`src/rtl/handshake_receiver.sv`:
```
// Receive endpoint of a 4-phase req/ack CDC link: synchronises req, captures data, streams it out.
// Latency: req_tx edge to ack_tx edge is SYNC_STAGES+1 clk; the word appears on out_data with the ack rise.
// Backpressure: while the output slot is full the receiver withholds ack_tx, which stalls the transmitter.
//
// Ports:
//   clk, rst_n       destination clock, async active-low reset
//   req_tx, data_tx  async request and the bus the transmitter holds stable while req_tx is high
//   ack_tx           registered acknowledge back to the transmitter
//   out_data/out_valid/out_ready  valid/ready output stream
//   rx_busy          high while in ACK, waiting for the request to drop
//   xfer_count       captured-word counter, wraps silently
module handshake_receiver #(
  parameter int DATA_BITS   = 32,
  parameter int SYNC_STAGES = 2,
  parameter int CNT_BITS    = 16
) (
  input  logic                 clk,
  input  logic                 rst_n,
  input  logic                 req_tx,
  input  logic [DATA_BITS-1:0] data_tx,
  output logic                 ack_tx,
  output logic [DATA_BITS-1:0] out_data,
  output logic                 out_valid,
  input  logic                 out_ready,
  output logic                 rx_busy,
  output logic [CNT_BITS-1:0]  xfer_count
);

  typedef enum logic [1:0] {
    IDLE = 2'b00,
    ACK  = 2'b01
  } state_t;

  state_t                 state;
  logic [SYNC_STAGES-1:0] sync_q;
  logic                   req_s;
  logic                   slot_free;

  // Plain flop chain; req_tx is only ever seen through its last stage.
  always_ff @(posedge clk or negedge rst_n) begin
    if (!rst_n) begin
      sync_q <= '0;
    end else begin
      sync_q <= {sync_q[SYNC_STAGES-2:0], req_tx};
    end
  end

  assign req_s     = sync_q[SYNC_STAGES-1];
  assign slot_free = !out_valid || out_ready;

  always_ff @(posedge clk or negedge rst_n) begin
    if (!rst_n) begin
      state      <= IDLE;
      ack_tx     <= 1'b0;
      rx_busy    <= 1'b0;
      out_valid  <= 1'b0;
      out_data   <= '0;
      xfer_count <= '0;
    end else begin
      // A consumed word empties the slot; a capture below in the same cycle
      // overrides this so the stream sees no bubble.
      if (out_valid && out_ready) begin
        out_valid <= 1'b0;
      end

      case (state)
        IDLE: begin
          // Level-based capture: data_tx is stable here because the
          // transmitter keeps it until it sees our ack.
          if (req_s && slot_free) begin
            out_data   <= data_tx;
            out_valid  <= 1'b1;
            ack_tx     <= 1'b1;
            rx_busy    <= 1'b1;
            xfer_count <= xfer_count + 1'b1;
            state      <= ACK;
          end
        end
        ACK: begin
          // Returning to IDLE only after req drops guarantees one word per pulse.
          if (!req_s) begin
            ack_tx  <= 1'b0;
            rx_busy <= 1'b0;
            state   <= IDLE;
          end
        end
        default: begin
          ack_tx  <= 1'b0;
          rx_busy <= 1'b0;
          state   <= IDLE;
        end
      endcase
    end
  end

endmodule

```
`config.mk`:
```
export PLATFORM = sky130hd
export DESIGN_NAME = handshake_receiver
export DESIGN_NICKNAME = d
export VERILOG_FILES = /design/src/rtl/handshake_receiver.sv
export SDC_FILE = /design/constraint.sdc
export NUM_CORES = 1
export LEC_CHECK = 0
export ABC_AREA = 1
export CORE_ASPECT_RATIO = 1.75
export CORE_UTILIZATION = 43
export CTS_BUF_LIST = sky130_fd_sc_hd__clkbuf_16
export DETAILED_ROUTE_END_ITERATION = 16
export MAX_ROUTING_LAYER = met4
export PLACE_DENSITY = 0.82
export SYNTH_ARGS = -nofsm -noshare
export SYNTH_HDL_FRONTEND = slang
export SYNTH_SLANG_ARGS = --single-unit
```
`constraint.sdc`:
```
create_clock -name clk -period 1.3 [get_ports clk]
set_input_delay 0.195 -clock clk [delete_from_list [all_inputs] [get_ports clk]]
set_output_delay 0.195 -clock clk [all_outputs]
set_load 0.01 [all_outputs]
```
==> results of run 1 <==
[path summary, 6_finish.rpt]
check,start,endpoint,slack (ns),cells after the start
setup reg to reg,rx_busy,xfer_count[11],-0.02,9
min in group asynchronous,rst_n,xfer_count[11],0.43,3
max in group asynchronous,rst_n,xfer_count[2],0.63,3
setup / recovery,rx_busy,xfer_count[11],-0.02,9
hold / removal,req_tx,sync_q[0],0.36,1
hold reg to reg,sync_q[0],sync_q[1],0.37,0
[flip-flops by register name, indices dropped and copies added (netlist names)]
name        flops
sync_q          2
rx_busy         1
xfer_count     16
out_valid       1
out_data       32
[layout by cell type, fill, tap and decap left out, drive strengths merged, types with 5 or more instances in the layout]
master         Yosys  final
nand2            142    142
dfrtp             52     52
dlygate4sd2        0     47
clkdlybuf4s50      0     34
buf                8     27
nor2              21     21
inv               18     19
nand3              9      9
clkbuf             0      6
xor2               5      5
[per-stage QoR]
stage	utilization [%]	hold WS, ns
floorplan	-	-0.101
global placement	64.6	0.208
detailed placement	64.6	0.210
CTS	68.6	0.358
global route	72.3	0.360
finish	72.3	0.355
[kinds of logic after synthesis]
| family | synth area share (%) |
|---|---|
| buffers and inverters | 5.16 |
| flip-flops | 58.4 |
| AO/OA/AOI/OAI | 0.224 |
| adder cells (fa/ha/maj) | 0.561 |
| XOR/XNOR | 3.14 |
| AND/OR/NAND/NOR | 32.5 |
[routing by layer]
layer,vias to the layer above,wire (um)
met5,-,0
met4,0,117
met3,9,241
met2,70,3290
li1,1024,-
met1,1032,2250
[layout make-up]
| type | instances | area share [%] |
|---|---|---|
| repair buffers | 114 | 29.8 |
| well taps | 54 | 1.88 |
| multi-input cells | 187 | 25.7 |
| clock inverters | 3 | 1.08 |
| inverters | 18 | 1.95 |
| clock buffers | 5 | 3.48 |
| flip-flops and latches | 52 | 36.2 |
[critical path: cells and delay by family (launching register included)]
kind / cells / cell delay (ns)
buffers and inverters: 2 / 0.19
and+or+nand+nor: 7 / 0.61
DFF: 1 / 0.40
[what timing repair did]
action | in CTS | in global routing
endpoints found under the hold margin | 52 | 0
setup buffers | 10 | 5
pin swaps | 2 | 16
cloned | 0 | 1
hold buffers | 1 | 0
endpoints found under the setup margin | 51 | 42
resized for setup | 58 | 35
[power by group through the flow]
stage / clock [mW] / sequential [mW] / combinational, mW
finish: 1.45 / 2.08 / 1.35
global route: 1.55 / 2.11 / 1.49
CTS: 1.48 / 2.05 / 1.22
detailed placement: 0 / 2.10 / 1.32
global placement: 0 / 2.10 / 1.29
floorplan: 0 / 2.23 / 0.343
==> flow_summary.toml, run 1 <==
[synthesis]
synth_edf_count = 0
synth.top_cell.area_share_pct = 58.4
synth.avg_cell_area_sq_um = 8.41
syn-cell-area_sq_um = 2230
seq_area_frac_synth_pct = 58.4
yosysWarnings = 0
ys_types = 19
synthCells = 265
synth_async_sr_flop_share_pct = 100
synth_commonest_cells = "141 x nand2_1, 52 x dfrtp_1, 16 x inv_1"
synth_area_leaders = "dfrtp_1 58%, nand2_1 24%, inv_1 2.7%"
synth_nets = 302
synth-seq-cells = 52
synth.most_common_cell = "nand2_1"
synth_ff_type = "dfrtp_1"
yosysTopAreaCell = "dfrtp_1"

[grt]
grt_pass1_wl_mm = 9.61
grt-busiest-layer = "met2"
grt_max_degree = 53
grt_use_met2_pct = 39.2
grt_pass1_vias = 2145
grtUsageTotal_pct = 22.8
grt_use_met1_pct = 25.5
antenna_found_initial = 0
met3_usage_pct = 3.60
overflow = 0

[routing]
ant_nets = 0
via_count = 2135
drt_wl_total_mm = 5.90
wl_per_cell_um = 13.6
drc = 0
drt_iter0_markers = 71
drt_first_pass_iters = 4
via_per_inst = 4.93

[critical_path]
critPathMaxStageDelay_ns = 0.40
cp-start-kind = "flip-flop"
critPathArrivalTime_ns = 1.50
cp_max_fo = 4
worstSetupPathType = "flip-flop to flip-flop"
crit_top_cell = "nand2_1"
cp-end-kind = "flip-flop"
required_ns = 1.48
cp_slowest_cell = "dfrtp_1"
path_cells = "buf_6 -> inv_4 -> nand2_4 -> nor2_4 -> nand2_4 -> nor2_4 -> nand2_1 -> nand2_1 -> nand2_1"

[hold_path]
hp-class = "input pin to flip-flop"

[final_layout]
stdcell_area_sq_um = 3600
register_area_sq_um = 1300
nNetsFinal = 415
n_antenna_cell = 0
final_layout_size_suffix_gt1_share_pct = 17.7
nFillCells = 397
multi_input_area_sq_um = 923
syn_to_final_growth_pct = 61.4
final_cells = 433

[status]
status = "finished, violations left"
violations = "setup timing"

[timing]
fin_skew_ns = 0.00392
finalCritPeriodShare_pct = 101
setup_ws_ns = -0.0179
tightestPinTransition_ns = 0.272
fmax_mhz = 759
slew-limit-headroom_pct = 81.8
min_period_ns = 1.32
rsz0062_at_grt = "yes"
fin_tns_setup_ns = -0.0272
final-setup-viol-count = 3
timing_hold_violations_final = 0
final-max-slew-violation-count = 0

[power]
seq_power_share_pct = 42.6
p_sw_share_pct = 29.0
combPwrFrac_pct = 27.6
p_leak_nw = 1.92
finalPower_mw = 4.88
intPower_mw = 3.47
vdd_drop_max_uv = 1470
powerDensity_nw_per_um2 = 1360
p_sw_mw = 1.41
power_frac_clock_pct = 29.8

[run]
maxCapViolCount = 0

[clocking]
htreeDepth = 2
clockBufferDepth = 2
tritoncts.num_buffers = 5
insertion_delay_ns = 0.29
cts_tree = "yes"
clk_pin_slew_ns = 0.07
clockRootBuffer = "clkbuf_16"
cts_sinks = 52

[placement]
post_dp_cell_area_sq_um = 3210
dp_hpwl_mm = 3.96
place_ws_ns = -0.229
placedCellCount = 408
io_buffers = 86
globalplace.congestion = 0.843

[die]
initial_core_util_pct = 44.8
die_w_um = 56.4
io_pins = 87
rows = 34
core_area_sq_um = 4980
die_h_um = 97.3
fp.dieArea_sq_um = 5490
(Power assumes the default switching activity.)
==> run 2: changes to the inputs <==
CORE_UTILIZATION = 62   (was 43)
DONT_BUFFER_PORTS = 1   (was default)
PLACE_DENSITY = 0.81   (was 0.82)
SLEW_MARGIN = 0   (was default)
==> flow_summary.toml, run 2 (same netlist as run 1, synthesis figures left out) <==
[timing]
rsz0062_at_grt = "yes"
min_period_ns = 1.27
final-max-slew-violation-count = 0
final-setup-viol-count = 0
timing_hold_violations_final = 52
hold_slack_ns = -0.399
finalCritPeriodShare_pct = 98.1
fin_skew_ns = 0.00177
tightestPinTransition_ns = 0.359
fmax_mhz = 784
slew-limit-headroom_pct = 75.9

[clocking]
cts_hold_buf = 1
insertion_delay_ns = 0.28
clockRootBuffer = "clkbuf_16"
clk_pin_slew_ns = 0.06
htreeDepth = 2
clockBufferDepth = 2
tritoncts.num_buffers = 5
cts_sinks = 52
cts_tree = "yes"

[critical_path]
cp_max_fo = 5
cp-end-kind = "flip-flop"
ff2ff_setup_slack_ns = 0.03
cp-start-kind = "flip-flop"
worstSetupPathType = "flip-flop to flip-flop"
required_ns = 1.48
critPathArrivalTime_ns = 1.45

[final_layout]
syn_to_final_growth_pct = 19.6
nNetsFinal = 326
max_flop_register = "out_data"
final_layout_size_suffix_gt1_share_pct = 18.3
final_cell_mix = "137 x nand2_1, 50 x dfrtp_1, 21 x buf_4"
n_antenna_cell = 0
nFillCells = 238
multi_input_area_sq_um = 861
stdcell_area_sq_um = 2670
final_common_cell = "nand2_1"
largest_register_ffs = 32
register_area_sq_um = 1300
reg_top3 = "out_data: 32 flops, xfer_count: 16 flops, sync_q: 2 flops"

[power]
powerDensity_nw_per_um2 = 1620
vdd_drop_max_uv = 1370
p_leak_nw = 1.42
p_sw_share_pct = 28.9
intPower_mw = 3.08
seq_power_share_pct = 51.0
p_sw_mw = 1.25
power_frac_clock_pct = 33.3
combPwrFrac_pct = 15.6

[routing]
via_count = 1735
drc = 0
drt_first_pass_iters = 4
ant_nets = 0
via_per_inst = 5.18
wl_per_cell_um = 14.1
drt_wl_total_mm = 4.71
drt_iter0_markers = 23

[grt]
overflow = 0
grt_max_degree = 53
grtUsageTotal_pct = 25.5
grt_pass1_vias = 1585
antenna_found_initial = 0
grt_pass1_wl_mm = 6.66

[hold_path]
hp-class = "input pin to asynchronous set/reset pin"

[die]
initial_core_util_pct = 65.6
die_w_um = 47.3
io_pins = 87
core_area_sq_um = 3400
die_h_um = 81.3
fp.dieArea_sq_um = 3850
rows = 28

[status]
status = "finished, violations left"
violations = "hold timing"

[placement]
globalplace.congestion = 0.816
dp_hpwl_mm = 3.32
io_buffers = 0
post_dp_cell_area_sq_um = 2420

[run]
maxCapViolCount = 0
[run 2: cell count changes in the layout (fill, tap and decap cells not counted), sizes merged]
cell / delta
clkdlybuf4s50: -34
clkdlybuf4s15: -4
clkbuf: -1
dlygate4sd2: -47
buf: -3
[run 2: final timing paths]
kind | from | end | depth (start not counted)
max | rx_busy | xfer_count[14] | 6
min in group clk | data_tx[30] | out_data[30] | 2
min reg2reg | sync_q[0] | sync_q[1] | 0
max reg2reg | rx_busy | xfer_count[14] | 6
min | rst_n | out_valid | 0
max in group asynchronous | rst_n | xfer_count[2] | 0
[run 2: what timing repair did]
item,in CTS,in global routing
endpoints found under the setup margin,26,42
gates resized for setup,2,17
setup buffers,0,2
hold endpoints to repair,53,52
pin swaps,0,3
cloned,0,0
[run 2: worst max-delay path: stages, from the launching register on]
cell	delay, ns
dfrtp_1	0.42
nor2_4	0.15
nand2_4	0.09
nor3_1	0.30
nand2_1	0.10
nand2_1	0.06
nand2_1	0.04
[run 2: power by group through the flow]
stage,clock (mW),sequential [mW],combinational (mW)
2_1_floorplan,0,2.23,0.343
3_3_place_gp,0,2.21,0.598
3_5_place_dp,0,2.21,0.624
4_1_cts,1.46,2.19,0.635
5_1_grt,1.52,2.23,0.742
6_report,1.44,2.21,0.677
[run 2: layer usage]
| metal | global-route usage [%] | part of all wire, % | vias up |
|---|---|---|---|
| met2 | 41.9 | 55 | 68 |
| met3 | 4.44 | 4.5 | 13 |
| met5 | - | 0 | - |
| met4 | 14.3 | 3.1 | 0 |
| met1 | 27.6 | 37 | 808 |
| li1 | - | - | 846 |
[run 2: through the flow]
stage / utilization, % / TNS, ns / setup slack, ns / cells / total power, mW
detailed placement: 71.1 / -0.448 / -0.0334 / 324 / 2.84
finish: 78.5 / 0 / 0.0252 / 335 / 4.33
CTS: 76.4 / 0 / 0.00205 / 333 / 4.29
global route: 78.5 / -0.116 / -0.0426 / 335 / 4.50
floorplan: - / 0 / 0.0329 / 265 / 2.57
global placement: 71.1 / -0.112 / -0.0102 / 324 / 2.81
[run 2: area by class of cell]
type                            count  share of cell area (%)
Sequential cell                    52                    48.9
Multi-Input combinational cell    187                    32.3
Timing Repair Buffer               25                    8.02
Clock buffer                        5                    4.69
Inverter                           18                    2.53
Tap cell                           45                    2.11
Clock inverter                      3                    1.45
